**src/rtl/mem_port_ctrl.sv**
```systemverilog
// Memory port controller: turns a held multicycle-CPU access request into a single
// bus transaction with alignment checking, ack timeout and registered read data.
module mem_port_ctrl #(
  parameter int unsigned TIMEOUT = 255
) (
  input  logic        clk,
  input  logic        reset,
  input  logic        req,
  input  logic        we,
  input  logic [31:0] addr,
  input  logic [31:0] wdata,
  output logic [31:0] rdata,
  output logic        done,
  output logic        err,
  output logic        stall,
  output logic        bus_req,
  output logic        bus_we,
  output logic [31:0] bus_addr,
  output logic [31:0] bus_wdata,
  input  logic        bus_ack,
  input  logic [31:0] bus_rdata
);

  // Counter is at least 8 bits, wider only when TIMEOUT needs it.
  localparam int unsigned CntW = (TIMEOUT > 255) ? $clog2(TIMEOUT + 1) : 8;
  localparam logic [CntW-1:0] TimeoutCnt = CntW'(TIMEOUT);

  typedef enum logic [1:0] {StIdle, StReq, StDone, StErr} state_e;

  state_e          state_q, state_d;
  logic [CntW-1:0] cnt_q, cnt_d;
  logic [CntW-1:0] cnt_inc;
  logic            launch;
  logic            rd_load;

  assign cnt_inc = cnt_q + CntW'(1);

  // Next-state logic: launch aligned requests, wait for ack or timeout, then pulse.
  always_comb begin
    state_d = state_q;
    cnt_d   = cnt_q;
    launch  = 1'b0;
    rd_load = 1'b0;
    unique case (state_q)
      StIdle: begin
        if (req) begin
          if (addr[1:0] == 2'b00) begin
            launch  = 1'b1;
            cnt_d   = '0;
            state_d = StReq;
          end else begin
            state_d = StErr;
          end
        end
      end
      StReq: begin
        // Ack takes priority over a timeout expiring in the same cycle.
        if (bus_ack) begin
          rd_load = ~bus_we;
          state_d = StDone;
        end else begin
          cnt_d = cnt_inc;
          if (cnt_inc == TimeoutCnt) state_d = StErr;
        end
      end
      StDone:  state_d = StIdle;
      StErr:   state_d = StIdle;
      default: state_d = StIdle;
    endcase
  end

  // State and timeout counter.
  always_ff @(posedge clk or negedge reset) begin
    if (!reset) begin
      state_q <= StIdle;
      cnt_q   <= '0;
    end else begin
      state_q <= state_d;
      cnt_q   <= cnt_d;
    end
  end

  // Bus command registers, captured once at launch so they stay stable through REQ.
  always_ff @(posedge clk or negedge reset) begin
    if (!reset) begin
      bus_we    <= 1'b0;
      bus_addr  <= '0;
      bus_wdata <= '0;
    end else if (launch) begin
      bus_we    <= we;
      bus_addr  <= addr;
      bus_wdata <= wdata;
    end
  end

  // Read data register, written only by an acked read.
  always_ff @(posedge clk or negedge reset) begin
    if (!reset) begin
      rdata <= '0;
    end else if (rd_load) begin
      rdata <= bus_rdata;
    end
  end

  assign bus_req = (state_q == StReq);
  assign done    = (state_q == StDone);
  assign err     = (state_q == StErr);
  // Gated by reset so the controller is released the moment reset asserts.
  assign stall   = reset & ((state_q == StReq) | ((state_q == StIdle) & req));

endmodule

```
**config.mk**
```make
export PLATFORM = sky130hd
export DESIGN_NAME = mem_port_ctrl
export DESIGN_NICKNAME = d
export VERILOG_FILES = /design/src/rtl/mem_port_ctrl.sv
export SDC_FILE = /design/constraint.sdc
export NUM_CORES = 1
export LEC_CHECK = 0
export ABC_AREA = 1
export CAP_MARGIN = 20
export CELL_PAD_IN_SITES_DETAIL_PLACEMENT = 0
export CELL_PAD_IN_SITES_GLOBAL_PLACEMENT = 2
export CORE_MARGIN = 2
export CORE_UTILIZATION = 24
export CTS_BUF_LIST = sky130_fd_sc_hd__clkbuf_2
export DETAILED_ROUTE_END_ITERATION = 16
export MAX_ROUTING_LAYER = met4
export PLACE_DENSITY = 0.91
export SLEW_MARGIN = 10
export SYNTH_ARGS = -nofsm -noshare
export SYNTH_HDL_FRONTEND = slang
export SYNTH_SLANG_ARGS = --single-unit
```
**constraint.sdc**
```tcl
create_clock -name clk -period 1.7 [get_ports clk]
set_clock_uncertainty 0.1 [all_clocks]
set_input_delay 0.51 -clock clk [delete_from_list [all_inputs] [get_ports clk]]
set_output_delay 0.51 -clock clk [all_outputs]
set_load 0.02 [all_outputs]
```
Word level (Yosys, flattened, before mapping)
Index checks and enable logic that the tools add are counted.
- flip-flop bits (word level): 107
- latch bits: 0
- bits in writable memories: 0
- ROM bits: 0
- input bits: 101
- output and inout port bits: 101
- word-level logic and storage cells: 39
- memories: 0
- add/subtract/negate cells: 1
- multipliers: 0
- divide/modulo/power cells: 0
- $lt $le $gt $ge: 0
- equal/unequal tests: 8
- shifts and indexed selects: 0
- muxes and demuxes: 14
- bitwise operators: 4
- reductions and logical operators: 6
- operators by type and width (kind ; count):
    2-to-1 mux 8 bit ; 3
    one-hot mux 8 bit (2 select lines) ; 1
    adder 8 x 1 -> 8 bit, second input constant ; 1
    == test 8 bit, second input constant ; 1
    2-to-1 mux 2 bit ; 4
    != test 2 bit, second input constant ; 3
    one-hot mux 2 bit (3 select lines) ; 1
    2-to-1 mux 1 bit ; 5
    == test 2 bit, second input constant ; 2
    logical NOT 2 bit ; 2
    AND reduction 4 bit ; 1
    != test 3 x 1 -> 1 bit, second input constant ; 1
    bitwise AND 1 bit ; 2
    == test 2 x 1 -> 1 bit, second input constant ; 1
    AND reduction 2 bit ; 1
    nonzero test 2 bit ; 1
    OR reduction 2 bit ; 1
    inverter 1 bit ; 1
    bitwise OR 1 bit ; 1

Longest topological paths before layout
Gate-level depths: netlist (run 1).
- depth after elaboration: 5
- mapped depth: 8
- depth with buffers taken out: 8

Worst setup path before layout (run 1)
Ideal clock, no wire load.
- path type: input-to-output
- from: input port req
- to: output port stall
- data arrival time: 1120 ps
- data required time: 1090 ps
- slack: -30 ps
- stages: 2
- path buffers: 0
- cell sequence: nand2_1 -> a21boi_0
- longest elaborated chain between the ends: 3
- RTL lines (what ; RTL line ; source):
    start, declared ; 8 ; input logic req,
    bitwise AND 1 bit ; 109 ; assign stall = reset & ((state_q == StReq) | ((state_q == StIdle) & req));
    bitwise OR 1 bit ; 109 ;
    bitwise AND 1 bit ; 109 ;
    end, declared ; 15 ; output logic stall,
Every way passes these cells.

Worst setup path after layout (run 1)
- from: register state_q[0]
- to: register bus_addr[12]
- longest elaborated chain between the ends: 2
- RTL lines (what ; RTL line ; source):
    start, declared ; 30 ; state_e state_q, state_d;
    start signal, assigned ; 75 ; state_q <= StIdle;
    start signal, assigned ; 78 ; state_q <= state_d;
    logical NOT 2 bit ; 44 ; unique case (state_q)
    2-to-1 mux 1 bit ; 44 ;
    end signal, assigned ; 91 ; bus_addr <= addr;
    end, declared ; 18 ; output logic [31:0] bus_addr,
Every way passes these cells.
A chain may end at the register's enable or synchronous reset.

==> run summary, run 1 <==
status: complete, but fails checks
violated checks: negative setup slack
Cells after Synth: 426
Setup WS post-layout: -0.663 ns
fin crit period: 2.36 ns
post-synthesis cell type count: 23
Yosys reg bits: 107
clock network power share: 7.9%
crit share post-route: 139%
gr usage total: 12.8%
clk buf depth: 2
GRT Residual Overflow: 0
Fmax: 423 MHz
DRT Wirelength: 15,400 microns
Internal Dissipation: 0.00829 W
Ys Warns: 0
Crit path largest cell delay: 0.47 ns
Final Util: 46.0%
HP Class: in2reg
Final Slew Violations: 0
CP Data Arrival Time: 2.77 ns
CORE AREA: 0.0174 sq mm
CP top delay family: buffers and inverters
PortBufs: 201
final setup fails: 201
CTS Buf Count: 9
Hold Vio Cnt, Final: 0
Worst-path clk slew: 0.31 ns
Crit path top cell by count: buf_6
DRT Pass-1 Iters: 4
site row count: 48
Post-synth EDFFs: 0
GP Congestion: 0.778
max cap viols: 0
share of cells above drive strength 1: 43.9%
routed len/inst: 16.6 microns
DRC Markers: 0
synth top area cells: dfrtp_1 (63%), nand2_1 (19%), mux2_2 (8.2%), buf_6 (2.4%), inv_1 (1.2%)
RSZ-0062 raised after global routing: yes
DR vias: 3,969
initial antenna violation count: 1
sequential area share after synthesis: 62.8%
Synth top cells by count: nand2_1 (218), dfrtp_1 (107), mux2_2 (31)
Slowest cell on crit path: dfrtp_1
Seq pwr share: 35.3%
clk_lat worst skew: 0.61 ns
Post-synth top flop: dfrtp_1
Iteration-0 DRC Markers: 111
top-count cell post-synth: nand2_1
global-route wire length before repair: 18,100 microns
TritonCTS clock tree: built
Switching Fraction: 39.8%
max_slew headroom: 48.7%
Combinational Power Share: 56.8%
number of placed I/O pins: 202
Area Overhead vs Synth: 87.1%
Pwr Total: 0.0138 W
chip height: 137 microns
clock root buffer: clkbuf_2
CP Cell Sequence: buf_6 -> nor2_4 -> nand2_2 -> buf_6 -> buf_6 -> buf_6 -> buf_6 -> buf_6 -> buf_6 -> nor2_4 -> clkinv_4 -> clkbuf_16 -> nand2_2 -> nand2_1
Net Switching: 0.00549 W
vias in the first global route: 3,696
NumNets Final: 799
CP max FO: 7
crit end category: register
WP data required: 2.11 ns
post-synth top area cell: dfrtp_1
CP Class: reg2reg
CP startpoint kind: register
pre-CTS setup slack: -0.763 ns
Worst-Margin Slew: 0.770 ns
# H-tree levels: 3
die area: 0.0188 sq mm
die width: 137 microns
worst path bufs/invs: 9
static leakage: 3.94 nW
Post-Syn Area: 0.00426 sq mm
Starting Density: 24.6%
Clock Sinks: 107
Max IR drop VDD: 0.000835 V
largest net degree at the start of global routing: 62
Avg Cell Area, Syn: 10.0 sq um
DR vias/cell: 4.28
power per standard cell area: 1730 mW/mm^2
Final ANT Viol Nets: 0
FFs w/ async S/R, synth: 100%
post-DP HPWL: 8630 microns
Final Hold Slack: 0.269 ns
Post-Syn Nets: 529
Yosys top cell area share: 62.8%
## per-stage QoR
stage,instances,setup TNS (ns),cell area (sq um)
2_1_floorplan,426,0,4260
3_3_place_gp,855,-28.59,6600
3_5_place_dp,855,-31.08,6600
4_1_cts,887,-20.43,6950
5_1_grt,927,-74.40,7980
6_report,927,-56.27,7980
## power groups by stage
stage	Combinational, W	Sequential [W]	Clock, W
after floorplan	0.00147	0.00584	0
after global placement	0.00593	0.00449	0
after detailed placement	0.00601	0.00453	0
after CTS	0.00654	0.00470	0.00117
after global routing	0.00836	0.00499	0.00128
final	0.00783	0.00486	0.00109
## worst min-delay path: stages
cell	delay, ns
clkdlybuf4s50_1	0.39
nand2_1	0.06
nand2_1	0.04
## flip-flops by register name, summed over array words and instances, names as in the netlist
name,flops
bus_addr,32
rdata,32
cnt_q,8
state_q,2
bus_we,1
bus_wdata,32
## kinds of logic (layout without fill, tap and decap cells)
family                   after synthesis  after routing  share of synthesized area, %
other                                  0              1                             0
AO/OA/AOI/OAI                         12             12                          1.53
XOR/XNOR                               1              1                         0.205
AND/OR/NAND/NOR                      239            239                          21.7
multiplexers                          32             32                          8.45
adder cells (fa/ha/maj)                2              2                         0.587
flip-flops                           107            107                          62.8
buffers and inverters                 33            308                          4.69
## layout by cell type (no fill, tap or decap), drive strengths merged, types with 2 or more instances in the layout
cell,count
buf,164
clkbuf,19
clkdlybuf4s50,99
clkinv,5
dfrtp,107
ha,2
inv,19
mux2,32
nand2,220
nand3,5
nand4,2
nor2,11
o21ai,8
## routing by layer
| layer | track usage (%) | part of all wire, % | vias to the layer above |
|---|---|---|---|
| met4 | 5.56 | 1.7 | 0 |
| met1 | 14.7 | 41 | 1936 |
| met3 | 3.20 | 5.3 | 16 |
| met2 | 21.2 | 52 | 146 |
| met5 | - | 0 | - |
| li1 | - | - | 1871 |
## final cells by class
| class | instances | area, sq um |
|---|---|---|
| tap | 225 | 282 |
| clock buffer | 9 | 45.0 |
| timing repair inverter | 1 | 11.3 |
| antenna | 1 | 2.50 |
| fill | 1594 | 9380 |
| timing repair buffer | 274 | 3030 |
| multi-input combinational | 286 | 1810 |
| inverter | 17 | 71.3 |
| clock inverter | 7 | 51.3 |
| sequential | 107 | 2680 |
## repair_timing
action | in CTS | in global routing
pin swaps | 1 | 15
endpoints found under the hold margin | 38 | 0
hold buffers | 1 | 0
setup endpoints to repair | 101 | 178
setup buffers | 16 | 22
gates resized for setup | 610 | 167
cloned | 0 | 18
## final timing paths
path	to	from	slack [ns]	cells past startpoint
worst min-delay path	bus_wdata[29]$_DFFE_PN0P_	wdata[29]	0.27	3
worst max register to register	bus_addr[12]$_DFFE_PN0P_	state_q[0]$_DFFE_PN0P_	-0.66	14
min in group asynchronous	bus_addr[3]$_DFFE_PN0P_	reset	0.52	4
max in group asynchronous	bus_addr[7]$_DFFE_PN0P_	reset	0.37	4
worst max-delay path	bus_addr[12]$_DFFE_PN0P_	state_q[0]$_DFFE_PN0P_	-0.66	14
worst min register to register	bus_wdata[26]$_DFFE_PN0P_	bus_wdata[26]$_DFFE_PN0P_	0.44	2
Note: power is estimated with default switching activity, not from simulation.
==> inputs of run 2 (changes only) <==
Settings changed: PLACE_DENSITY 0.91 to 0.8, SETUP_SLACK_MARGIN set to 0.05.
==> run 2 against run 1 <==
  * The flow still finishes with violations (negative setup slack)
  * Largest power group unchanged
  * Clock-buffer cell count rose by 2
  * Flip-flop and latch count unchanged
  * First-iteration DRC count is 16% higher
  * Via count is 1.1% lower
  * Sequential power shrank 2%
  * Largest cell class unchanged
  * Maximum frequency is 7.6% higher
  * Critical path type is now reg2out
  * Hold slack improved by 0.013 ns
  * Design area increased by 1.6%
  * Clock power rose by 24%
  * Critical path depth fell by 9
==> run summary, run 2 (synthesis results as in run 1) <==
Area Overhead vs Synth: 90.2%
max cap viols: 0 (unchanged)
Slowest cell on crit path: dfrtp_1
clk buf depth: 2 (unchanged)
# H-tree levels: 3 (unchanged)
Fmax: 456 MHz (+7.6%)
Final Util: 46.7% (+0.74 points)
commonest non-fill, non-tap cell in the layout: nand2_1
Final ANT Viol Nets: 0 (unchanged)
DR vias: 3,924 (-1.1%)
TritonCTS clock tree: built
clk_lat worst skew: 0.60 ns (about the same)
crit end category: output port
FF-to-FF setup slack: -0.37 ns (+0.29 ns)
most frequent cells in the layout: nand2_1 (166), buf_6 (111), dfrtp_1 (105)
Clock Sinks: 107 (unchanged)
antenna cells: 0 (-1)
max_slew headroom: 50.0% (+1.3 points)
number of placed I/O pins: 202 (unchanged)
routed len/inst: 15.8 microns (-4.9%)
Pwr Total: 0.0141 W (+2.6%)
largest net degree at the start of global routing: 60 (-3.2%)
WP data required: 1.09 ns (-1.02 ns)
DRC Markers: 0 (unchanged)
worst reg-to-reg path cell count: 13 (-1)
Crit path largest cell delay: 0.46 ns (about the same)
status: complete, but fails checks
CP Class: reg2out
CTS Buf Count: 9 (unchanged)
NumNets Final: 811 (+1.5%)
static leakage: 4.07 nW (+3.3%)
DRT Wirelength: 14,800 microns (-3.8%)
vias in the first global route: 3,879 (+5.0%)
Worst-path clk slew: 0.30 ns (about the same)
die area: 0.0188 sq mm (unchanged)
global-route wire length before repair: 20,000 microns (+10%)
worst hold stages: 3 (unchanged)
final setup fails: 174 (-13%)
Critical R2R Capture: bus_addr[31]$_DFFE_PN0P_
HP Class: in2reg
fin crit period: 2.20 ns (-0.167 ns)
Hold EP: bus_wdata[28]$_DFFE_PN0P_
Top Registers: bus_addr (32), bus_wdata (32), rdata (32)
post-DP HPWL: 8420 microns (-2.4%)
site row count: 48 (unchanged)
Crit path top cell by count: buf_6
PortBufs: 201 (unchanged)
Worst-Margin Slew: 0.749 ns (-0.0200 ns)
initial antenna violation count: 0 (-1)
count of non-filler cells in the finished layout: 938 (+1.2%)
DR vias/cell: 4.18 (-2.3%)
die width: 137 microns (unchanged)
RR Startpoint: state_q[0]$_DFFE_PN0P_
CP Cell Sequence: buf_6 -> nor2_4 -> nand2_2 -> a21boi_2 -> buf_6
violated checks: negative setup slack
GP Congestion: 0.780 (+0.35%)
worst min-delay path startpoint: wdata[28]
RSZ-0062 raised after global routing: yes
Hold Vio Cnt, Final: 0 (unchanged)
DRT Pass-1 Iters: 4 (unchanged)
CP startpoint kind: register
clock root buffer: clkbuf_2
Max IR drop VDD: 0.000888 V (+6.4%)
Setup WS post-layout: -0.495 ns (+0.167 ns)
Starting Density: 24.6% (unchanged)
CORE AREA: 0.0174 sq mm (unchanged)
CP max FO: 2 (-5)
CP Data Arrival Time: 1.59 ns (-1.18 ns)
Final Slew Violations: 0 (unchanged)
GRT Residual Overflow: 0 (unchanged)
crit share post-route: 129% (-9.8 points)
placed cells: 854 (-0.12%)
chip height: 137 microns (unchanged)
gr usage total: 14.5% (+1.7 points)
power per standard cell area: 1740 mW/mm^2 (+0.96%)
share of cells above drive strength 1: 42.4% (-1.6 points)
Iteration-0 DRC Markers: 129 (+16%)
[run 2: cell types whose count changed in the layout (fill, tap and decap cells not counted), sizes merged]
cell	change
buf	+15
bufinv	+2
inv	-2
clkbuf	-1
clkinv	-1
clkinvlp	-1
diode	-1
[run 2: layout make-up]
class	count	area, sq um
clock buffer	11	55.1
clock inverter	5	77.6
fill	1587	9250
inverter	17	92.6
multi-input combinational	286	1760
sequential	107	2680
tap	225	282
timing repair buffer	286	3140
timing repair inverter	1	20.0
[run 2: per-stage QoR]
stage | hold slack, ns | setup TNS, ns | area (sq um) | worst slack (ns)
3_3_place_gp | 0.353 | -31.40 | 6580 | -0.724
3_5_place_dp | 0.356 | -31.64 | 6580 | -0.710
6_report | 0.281 | -34.84 | 8110 | -0.495
5_1_grt | 0.208 | -50.69 | 8110 | -0.631
4_1_cts | 0.217 | -35.44 | 7220 | -0.591
2_1_floorplan | 0.114 | 0 | 4260 | 0.127
[run 2: how the worst max path moves through the flow]
stage                                       from    end  slack [ns]  depth (start not counted)
after CTS                 state_q[0]$_DFFE_PN0P_  stall       -0.59                          5
after global placement                       req  stall       -0.72                          4
after global routing      state_q[0]$_DFFE_PN0P_  stall       -0.63                          5
after floorplan                              req  stall        0.13                          2
after detailed placement                     req  stall       -0.71                          4
final                     state_q[0]$_DFFE_PN0P_  stall       -0.50                          5
[run 2: power by group]
part | switching (W) | internal, W | leakage [nW]
Combinational | 0.00350 | 0.00451 | 2.66
Sequential | 0.00103 | 0.00375 | 1.33
Clock | 0.000860 | 0.000494 | 0.0836
[run 2: per-layer routing]
layer | global-route usage, % | vias to the layer above | wire length [microns]
met5 | - | - | 0
met4 | 5.50 | 0 | 224
met3 | 3.09 | 18 | 886
met2 | 24.4 | 136 | 7460
met1 | 17.0 | 1886 | 6260
li1 | - | 1884 | -
[run 2: repair_timing]
item                                   CTS  global route
gates cloned                             5            10
endpoints found under the hold margin    1             0
setup endpoints to repair              102           207
gates resized for setup                640           126
hold buffers                             1             0
pin swaps                               11             8
buffers inserted                        19            35
[run 2: worst max-delay path, delay by kind of cell, from the launching register on]
kind	cells	cell delay (ns)
and+or+nand+nor	2	0.14
DFF	1	0.46
buffers and inverters	2	0.26
AOI/OAI and AO/OA	1	0.13
==> inputs of run 3 (changes only) <==
Settings changed: CORE_MARGIN 2 to 3.
==> run 3 against run 2 <==
  * The run ends with negative hold slack, negative setup slack left
  * Wire length shrank 13%
  * Largest cell class unchanged
  * Total power is 5.5% lower
  * Highest routed layer unchanged
  * Register-to-register slack better by 0.44 ns
  * Non-clock buffer count down 25
==> run summary, run 3 (synthesis results as in run 1) <==
chip height: 139 microns (+1.5%)
clock root buffer: clkbuf_2
HP Class: in2async
routed len/inst: 14.2 microns (-10%)
clk_lat worst skew: 0.57 ns (-0.03 ns)
GRT Residual Overflow: 0 (unchanged)
max_slew headroom: 50.0% (-0.067 points)
CP max FO: 3 (+1)
most frequent cells in the layout: nand2_1 (215), buf_6 (106), dfrtp_1 (105)
vias in the first global route: 3,656 (-5.7%)
initial antenna violation count: 0 (unchanged)
PortBufs: 201 (unchanged)
Final Slew Violations: 0 (unchanged)
Crit path largest cell delay: 0.46 ns (about the same)
post-DP HPWL: 8750 microns (+4.0%)
CP startpoint kind: register
Top Registers: bus_addr (32), bus_wdata (32), rdata (32)
gr usage total: 12.4% (-2.1 points)
commonest non-fill, non-tap cell in the layout: nand2_1
DR vias: 3,704 (-5.6%)
CORE AREA: 0.0174 sq mm (unchanged)
share of cells above drive strength 1: 32.9% (-9.5 points)
antenna cells: 0 (unchanged)
global-route wire length before repair: 18,900 microns (-5.3%)
violated checks: negative hold slack, negative setup slack
die area: 0.0194 sq mm (+2.9%)
RSZ-0062 raised after global routing: yes
GP Congestion: 0.765 (-2.0%)
die width: 139 microns (+1.5%)
clk buf depth: 2 (unchanged)
Max IR drop VDD: 0.000879 V (-1.0%)
met3 GRT Util: 3.51% (+0.41 points)
CP Class: reg2out
crit share post-route: 124% (-5.6 points)
GR peak layer: met2
Worst-Margin Slew: 0.750 ns (+0.000999 ns)
post-route cell area: 0.00747 sq mm (-7.9%)
NumNets Final: 785 (-3.2%)
Worst-path clk slew: 0.28 ns (-0.02 ns)
TritonCTS clock tree: built
fin crit period: 2.10 ns (-0.0951 ns)
status: complete, but fails checks
Final ANT Viol Nets: 0 (unchanged)
crit end category: output port
power per standard cell area: 1790 mW/mm^2 (+2.6%)
met1 usage: 15.5% (-1.6 points)
DR vias/cell: 4.06 (-2.9%)
CP Data Arrival Time: 1.49 ns (-0.10 ns)
Fmax: 476 MHz (+4.5%)
CTS Buf Count: 9 (unchanged)
Area Overhead vs Synth: 75.2%
DRT Wirelength: 13,000 microns (-13%)
Final Hold Slack: -0.0325 ns (-0.314 ns)
Iteration-0 DRC Markers: 151 (+17%)
TNS Setup: -8.23 ns (+26.61 ns)
final setup fails: 101 (-42%)
site row count: 48 (unchanged)
Starting Density: 24.6% (unchanged)
placed cell areas: 0.00663 sq mm (+0.72%)
count of non-filler cells in the finished layout: 912 (-2.8%)
largest net degree at the start of global routing: 57 (-5.0%)
max cap viols: 0 (unchanged)
Slowest cell on crit path: dfrtp_1
placed cells: 857 (+0.35%)
Setup WS post-layout: -0.400 ns (+0.0951 ns)
DRC Markers: 0 (unchanged)
Clock Sinks: 107 (unchanged)
# H-tree levels: 3 (unchanged)
number of fill cells: 1,658 (+4.5%)
WP data required: 1.09 ns (about the same)
DRT Pass-1 Iters: 4 (unchanged)
number of placed I/O pins: 202 (unchanged)
M2 GR Usage: 19.4% (-4.9 points)
static leakage: 3.71 nW (-8.8%)
CP Cell Sequence: nor2_1 -> nand2_1 -> a21boi_2 -> buf_4
Hold Vio Cnt, Final: 45 (+45)
==> run 3: cell types whose count changed in the layout (fill, tap and decap cells not counted), moves of 2 or more <==
cell,delta
buf_6,-5
mux2_4,-30
nand2_4,-12
buf_4,-11
mux2_2,+29
bufinv_16,+3
buf_16,-5
nand2_2,-36
o21ai_0,+4
o21ai_1,-2
o21ai_2,-2
nand2_1,+49
==> run 3: critical path, delay by kind of cell, from the launching register on <==
kind	cells	cell delay, ns
and+or+nand+nor	2	0.19
DFF	1	0.46
AOI/OAI and AO/OA	1	0.13
buffers and inverters	1	0.15
==> run 3: cell type report <==
cell class              count  area (sq um)  share of cell area, %
clock buffers              10          50.0                  0.670
clock inverters             6           159                   2.13
inverters                  17          66.3                  0.888
multi-input cells         286          1440                   19.3
flip-flops and latches    107          2680                   35.9
well taps                 225           282                   3.77
repair buffers            261          2790                   37.4
==> run 3: where the power goes <==
part	internal [W]	switching (W)
combinational	0.00373	0.00318
sequential	0.00375	0.000913
clock	0.000937	0.000850
==> run 3: what timing repair did <==
action / 4_1_cts / 5_1_grt
hold endpoints to repair: 54 / 47
pin swaps: 0 / 3
resized for setup: 605 / 29
gates cloned: 0 / 9
endpoints found under the setup margin: 101 / 172
setup buffers: 14 / 17
==> run 3: routing by layer <==
layer / vias up / wire (microns)
met5: - / 0
met4: 0 / 184
met3: 15 / 1010
met2: 154 / 6130
met1: 1701 / 5640
li1: 1834 / -
==> run 3: worst paths after layout <==
check	startpoint	end	slack [ns]	cells past startpoint
worst max-delay path	state_q[0]$_DFFE_PN0P_	stall	-0.40	4
worst min-delay path	reset	bus_addr[2]$_DFFE_PN0P_	-0.03	2
worst max register to register	state_q[0]$_DFFE_PN0P_	bus_addr[8]$_DFFE_PN0P_	0.07	9
worst min register to register	bus_addr[1]$_DFFE_PN0P_	bus_addr[1]$_DFFE_PN0P_	0.43	2
max in group asynchronous	reset	rdata[21]$_DFFE_PN0P_	0.58	3
min in group clk	wdata[19]	bus_wdata[19]$_DFFE_PN0P_	0.32	3
==> run 3: through the flow <==
stage,worst slack (ns),utilization (%),hold slack [ns],total power [W]
floorplan,0.127,-,0.114,0.00731
global placement,-0.718,38.2,0.350,0.0105
detailed placement,-0.749,38.2,0.352,0.0106
CTS,-0.528,40.7,-0.0944,0.0131
global route,-0.554,43.0,-0.0938,0.0142
finish,-0.400,43.0,-0.0325,0.0134
